<file path="src/rtl/gate_pkg.sv">
// gate_pkg: op encodings and a width helper shared by the gate array.
// Ops 0..5 reduce across all operands; 6/7 use operand 0 only.
package gate_pkg;

  localparam logic [2:0] OP_AND  = 3'd0;
  localparam logic [2:0] OP_OR   = 3'd1;
  localparam logic [2:0] OP_XOR  = 3'd2;
  localparam logic [2:0] OP_NAND = 3'd3;
  localparam logic [2:0] OP_NOR  = 3'd4;
  localparam logic [2:0] OP_XNOR = 3'd5;
  localparam logic [2:0] OP_NOT  = 3'd6;
  localparam logic [2:0] OP_PASS = 3'd7;

  function automatic int ones_w(input int w);
    return $clog2(w + 1);
  endfunction

endpackage

</file>
<file path="src/rtl/gate_pipe_stage.sv">
// gate_pipe_stage: one elastic stage (valid bit + payload register).
// Ports: in_valid/in_ready/in_data upstream, out_* downstream.
module gate_pipe_stage #(
  parameter int W = 8
) (
  input  logic         clk,
  input  logic         rst,
  input  logic         in_valid,
  output logic         in_ready,
  input  logic [W-1:0] in_data,
  output logic         out_valid,
  input  logic         out_ready,
  output logic [W-1:0] out_data
);

  // Load when empty or when the current contents leave this cycle.
  assign in_ready = !out_valid || out_ready;

  always_ff @(posedge clk) begin
    if (rst) begin
      out_valid <= 1'b0;
      out_data  <= '0;
    end else if (in_ready) begin
      out_valid <= in_valid;
      if (in_valid) out_data <= in_data;
    end
  end

endmodule

</file>
<file path="src/rtl/gate_array.sv">
// gate_array: NUM_IN x WIDTH bitwise logic unit, 2-stage valid/ready pipe.
// Ports: in_valid/in_ready/in_data/in_op, out_valid/out_ready/out_data/out_ones/out_op, txn_count.
module gate_array
  import gate_pkg::*;
#(
  parameter int WIDTH  = 8,
  parameter int NUM_IN = 2,
  parameter int CNT_W  = 16
) (
  input  logic                       clk,
  input  logic                       rst,
  input  logic                       in_valid,
  output logic                       in_ready,
  input  logic [NUM_IN*WIDTH-1:0]    in_data,
  input  logic [2:0]                 in_op,
  output logic                       out_valid,
  input  logic                       out_ready,
  output logic [WIDTH-1:0]           out_data,
  output logic [ones_w(WIDTH)-1:0]   out_ones,
  output logic [2:0]                 out_op,
  output logic [CNT_W-1:0]           txn_count
);

  localparam int OW = ones_w(WIDTH);
  localparam int P1 = WIDTH + 3;
  localparam int P2 = WIDTH + 3 + OW;

  logic [WIDTH-1:0] and_r, or_r, xor_r, op0, res;

  always_comb begin
    and_r = '1;
    or_r  = '0;
    xor_r = '0;
    for (int k = 0; k < NUM_IN; k++) begin
      and_r = and_r & in_data[k*WIDTH +: WIDTH];
      or_r  = or_r  | in_data[k*WIDTH +: WIDTH];
      xor_r = xor_r ^ in_data[k*WIDTH +: WIDTH];
    end
    op0 = in_data[WIDTH-1:0];
    res = '0;
    case (in_op)
      OP_AND:  res = and_r;
      OP_OR:   res = or_r;
      OP_XOR:  res = xor_r;
      OP_NAND: res = ~and_r;
      OP_NOR:  res = ~or_r;
      OP_XNOR: res = ~xor_r;
      OP_NOT:  res = ~op0;
      OP_PASS: res = op0;
      default: res = '0;
    endcase
  end

  logic          s1_valid, s2_ready;
  logic [P1-1:0] s1_data;
  logic [P2-1:0] s2_in, s2_data;
  logic [OW-1:0] ones;

  gate_pipe_stage #(.W(P1)) u_s1 (
    .clk       (clk),
    .rst       (rst),
    .in_valid  (in_valid),
    .in_ready  (in_ready),
    .in_data   ({in_op, res}),
    .out_valid (s1_valid),
    .out_ready (s2_ready),
    .out_data  (s1_data)
  );

  always_comb begin
    ones = '0;
    for (int i = 0; i < WIDTH; i++)
      ones = ones + OW'(s1_data[i]);
  end

  assign s2_in = {ones, s1_data};

  gate_pipe_stage #(.W(P2)) u_s2 (
    .clk       (clk),
    .rst       (rst),
    .in_valid  (s1_valid),
    .in_ready  (s2_ready),
    .in_data   (s2_in),
    .out_valid (out_valid),
    .out_ready (out_ready),
    .out_data  (s2_data)
  );

  assign out_data = s2_data[WIDTH-1:0];
  assign out_op   = s2_data[WIDTH+2:WIDTH];
  assign out_ones = s2_data[P2-1:P1];

  always_ff @(posedge clk) begin
    if (rst)
      txn_count <= '0;
    else if (out_valid && out_ready)
      txn_count <= txn_count + CNT_W'(1);
  end

endmodule

</file>
<file path="config.mk">
export PLATFORM = sky130hd
export DESIGN_NAME = gate_array
export DESIGN_NICKNAME = d
export VERILOG_FILES = /design/src/rtl/gate_pkg.sv /design/src/rtl/gate_pipe_stage.sv /design/src/rtl/gate_array.sv
export SDC_FILE = /design/constraint.sdc
export NUM_CORES = 1
export LEC_CHECK = 0
export ABC_AREA = 1
export BUFFER_PORTS_ARGS = -buffer_cell sky130_fd_sc_hd__buf_2
export CAP_MARGIN = 20
export CORE_ASPECT_RATIO = 0.7
export CORE_MARGIN = 5
export CORE_UTILIZATION = 34
export CTS_BUF_LIST = sky130_fd_sc_hd__clkbuf_4
export DETAILED_ROUTE_END_ITERATION = 8
export PLACE_DENSITY = 0.61
export SYNTH_ARGS = -nofsm -noshare
export SYNTH_HDL_FRONTEND = slang
export SYNTH_SLANG_ARGS = --single-unit
export TNS_END_PERCENT = 50
</file>
<file path="constraint.sdc">
create_clock -name clk -period 2.84 [get_ports clk]
set_input_delay 0.426 -clock clk [delete_from_list [all_inputs] [get_ports clk]]
set_output_delay 0.426 -clock clk [all_outputs]
set_load 0.02 [all_outputs]
</file>
# Yosys cells after proc, flatten, opt, wreduce, memory -nomap -nowiden
# Index checks and enable logic that the tools add are counted.
# totals
ff_bits	44
wordCells	36
# op_classes
n_reduce_logical	8
bitwise	7
n_eq_ne	7
mux	1
addsub	8
# op_table
cell	n
8-bit case mux with 8 select lines	1
8-bit NOT	4
16-bit by 1-bit adder with 16-bit output, second input constant	1
4-bit by 1-bit adder with 4-bit output	4
3-bit equality test, second input constant	4
8-bit AND	1
8-bit bitwise OR	1
8-bit bitwise XOR	1
3-bit by 2-bit equality test with 1-bit output, second input constant	2
3-bit by 1-bit adder with 4-bit output	1
2-bit AND reduction	2
2-bit by 1-bit adder with 3-bit output	1
3-bit by 1-bit equality test with 1-bit output, second input constant	1
3-bit zero test	1
1-bit by 1-bit adder with 2-bit output	1
1-bit zero test	2
1-bit logical OR	2
1-bit logical AND	1

# Depth between registers and ports, before layout
# depth
ltp_word	7
depth_mapped	10
depth_no_buf	10

# Cells and area by module
# A second synthesis with hierarchy kept.
# unflattened
hier_cells	468
hier_area_um2	2989.1
# by_module_without_submodules
mod	n_inst	cells_per_inst	area_each_um2
gate_array	1	288	1705.4
gate_pipe_stage at u_s2	1	103	720.7
gate_pipe_stage at u_s1	1	77	563.0

# Worst setup path after synthesis
# No wires, ideal clock.
# synth_path
path_type	register -> register
startpoint	register u_s1.out_data[0]
endpoint	register u_s2.out_data[13]
path_buffers	0
required_ns	2.770
synth_period_minus_slack_ns	2.702
t_arrival_ns	2.633
stages_incl_launch_ff	11
path_slack_ns	0.138
cell_sequence	dfxtp_1 fa_1 inv_1 fa_1 fa_1 inv_1 ha_1 inv_1 fa_1 xor2_1 a21oi_1
# synth_via
elab_chain_len	7
# synth_lines
item	line_no	source
start, declared	gate_pipe_stage.sv:13	output logic [W-1:0] out_data
start signal, assigned	gate_pipe_stage.sv:25	if (in_valid) out_data <= in_data;
1-bit by 1-bit adder with 2-bit output	gate_array.sv:73	ones = ones + OW'(s1_data[i]);
2-bit by 1-bit adder with 3-bit output	gate_array.sv:73	
3-bit by 1-bit adder with 4-bit output	gate_array.sv:73	
4-bit by 1-bit adder with 4-bit output (4 in series)	gate_array.sv:73	
end signal, assigned	gate_pipe_stage.sv:25	
end, declared	gate_pipe_stage.sv:13	
# Every way passes these cells.
# A chain may end at the register's enable or synchronous reset.

# Worst setup path after layout
# layout_path
startpoint	register u_s1.out_data[0]
endpoint	register u_s2.out_data[12]
# The elaborated chain is that of the path after synthesis.

==> summary.md <==
| Metric | Value |
|---|---|
| Clock Latency Late Sink | 350 ps |
| Util after Layout | 0.400 |
| Final setup fails | 0 |
| WS Path Type | reg2reg |
| Seq/Total Area, Yosys | 0.316 |
| Crit path max fanout | 2 |
| Net Count, Synth | 463 |
| CTS tree | yes |
| Critical path cell sequence | fa_1 > inv_2 > fa_1 > fa_1 > inv_1 > ha_2 > inv_2 > fa_2 > a21oi_2 |
| Post-Synthesis Cells | 416 |
| Worst Skew | 12.6 ps |
| Final Critical Period | 2810 ps |
| Final RePlAce weighted congestion | 0.786 |
| Fin nets | 509 |
| H-tree depth | 2 |
| Ports | 56 |
| Synth warnings | 0 |
| Clock tree buffer depth | 2 |
| Area leader, netlist | dfxtp_1 |
| Unrepaired setup endpoints after global routing | true |
| Initial DRC count | 195 |
| Die Wd | 118 um |
| Die Ht | 85.8 um |
| Wirelength per Cell | 12.2 um |
| Hold Crit Class | in2reg |
| Most used cell, CP | fa_1 |
| Synth Area in Compound Gates | 0.130 |
| Slew HR | 0.525 |
| CP Capture Type | flop |
| Initial antenna violation count | 0 |
| Core box area | 0.00794 mm^2 |
| Vias per std cell | 4.95 |
| Overall routed net length | 6890 um |
| WP data arrival | 3040 ps |
| Layout cells sized above 1 | 0.177 |
| Hold-fix buffers, CTS | 0 |
| Clock-pin slew of the registers on the worst-case setup and hold paths | 120 ps |
| DRT Pass-1 Iters | 4 |
| Leakage power | 1.61 nW |
| Row Count | 27 |
| CP max stage cell | fa_1 |
| Number of diodes | 0 |
| First-pass GRT wire length | 11300 um |
| Fin. max-slew vios | 0 |
| Port bufs | 55 |
| Worst Setup Start Kind | flop |
| Largest net degree at the start of global routing | 33 |
| GRT Resource Usage Total | 0.131 |
| Adder-Cell Fraction of Synth Area | 0.118 |
| Share of the clock period used by the worst path | 0.990 |
| PwrDens | 399 mW/mm^2 |
| Area Overhead vs Synth | 13.9% |
| Crit-path max cell delay | 550 ps |
| Final hold vios | 0 |
| Pwr Total | 1.27 mW |
| Syn Area/Cell | 6.71 um^2 |
| #FFs+latches synth | 44 |
| Via count | 2790 |
| # clock sinks | 44 |
| Die area | 0.0102 mm^2 |
| CTS Root Buffer Type | clkbuf_4 |
| Post-DP HPWL | 5100 um |
| Status | complete, no violations |
| Fillers | 831 |
| Slew @ Worst Pin | 711 ps |
| Maximum vdd drop | 0.000192 V |
| Max-Cap Viols | 0 |
| Mapped Area | 0.00279 mm^2 |
| Main combinational cell family by area after synthesis | simple AND/OR/NAND/NOR gates |
| Final antenna-violating net count | 0 |
| CTS buffer count | 5 |
| Initial Utilization | 0.352 |
| Vias in the first global route | 2395 |
| Ranking of synthesized cells by area | dfxtp_1 32%, nand2_1 11%, ha_1 9.0%, inv_1 7.7%, a21oi_1 7.2% |
| Mux contribution to synthesized area | 0 |
| Yosys top cell area share | 0.316 |
| Library cells used by synthesis | 27 |
| DR DRC count | 0 |
| XOR/XNOR Fraction of Synth Area | 0.00628 |
| Global route overflow | 0 |
| Simple-Gate Fraction of Synth Area | 0.314 |
| Critical Path RT | 3070 ps |
| Max Fclk | 0.356 GHz |
==> what timing repair did <==
action,CTS,global route
pin swaps,0,0
gates resized for setup,3,3
gates cloned,0,0
buffers inserted,1,0
setup endpoints to repair,1,2
==> critical path, delay by kind of cell, from the launching register on <==
| family | cells | cell delay [ps] |
|---|---|---|
| DFF | 1 | 350 |
| buffers and inverters | 3 | 150 |
| adders and majority gates | 5 | 2150 |
| AOI/OAI and AO/OA | 1 | 50 |
==> report_power, final <==
part	switching [mW]	internal, mW
sequential	0.0186	0.648
combinational	0.193	0.103
clock	0.189	0.115
total	0.401	0.866
==> cells in the final DEF (no fill, tap or decap), types with 4 or more instances in the layout <==
cell type / instances
nor2_1: 48
a21oi_1: 39
dfxtp_1: 43
inv_2: 7
nor2_2: 4
inv_1: 55
clkbuf_4: 7
buf_2: 55
nand2_1: 84
nand3_1: 20
o21ai_0: 24
nor3_1: 4
ha_1: 19
nand4_1: 30
==> state kept, by name, indices dropped and copies added, names as in the netlist <==
name / count
txn_count: 16
u_s1.out_data: 11
u_s1.out_valid: 1
u_s2.out_data: 15
u_s2.out_valid: 1
==> final timing paths <==
| kind | from | endpoint | slack (ps) | depth (start not counted) |
|---|---|---|---|---|
| max | u_s1.out_data[0] | u_s2.out_data[12] | 30 | 9 |
| min | out_ready | u_s2.out_valid | 380 | 4 |
| max reg2reg | u_s1.out_data[0] | u_s2.out_data[12] | 30 | 9 |
| min reg2reg | u_s1.out_data[5] | u_s1.out_data[5] | 470 | 2 |
==> synth_stat cells <==
cell type  count
a21o_1         1
a21oi_1       40
a31oi_1        1
and3_1         1
buf_1          1
buf_2         11
buf_4          1
buf_6          1
clkbuf_1       3
dfxtp_1       44
fa_1           4
ha_1          20
inv_1         57
inv_2          5
nand2_1       84
nand2_2        2
nand3_1       20
nand4_1       30
nor2_1        48
nor2_2         4
nor2_4         2
nor3_1         4
nor3b_1        1
o21a_1         2
o21ai_0       24
o21ai_1        3
xor2_1         2
==> area by class of cell <==
cell class / instances / area (um^2) / area share
tap: 101 / 126 / 0.0398
multi-input combinational: 293 / 1600 / 0.503
inverter: 62 / 233 / 0.0732
timing repair buffer: 56 / 283 / 0.0890
sequential: 44 / 882 / 0.278
clock buffer: 7 / 52.6 / 0.0165
clock inverter: 1 / 3.75 / 0.00118
==> through the flow <==
step	setup slack, ps	hold WS (ps)	instance area [um^2]	cells	TNS (ps)
global placement	64.0	459	3100	555	0
global route	-48.0	394	3180	564	-95.5
finish	29.8	381	3180	564	0
detailed placement	19.0	457	3100	555	0
floorplan	138	444	2790	416	0
CTS	15.8	364	3170	564	0
==> cell families after synthesis <==
family / after synthesis
buf+inv: 79
flops: 44
fa+ha+maj: 24
simple gates: 196
compound gates: 71
xor+xnor: 2
==> layer usage <==
metal  vias up  share of wire  GRT usage
met1      1260           0.53      0.197
met2        74           0.41      0.188
met4         0         0.0077     0.0323
li1       1451              -          -
met3         5          0.056     0.0310
met5         -              0          0
(Power assumes the default switching activity.)
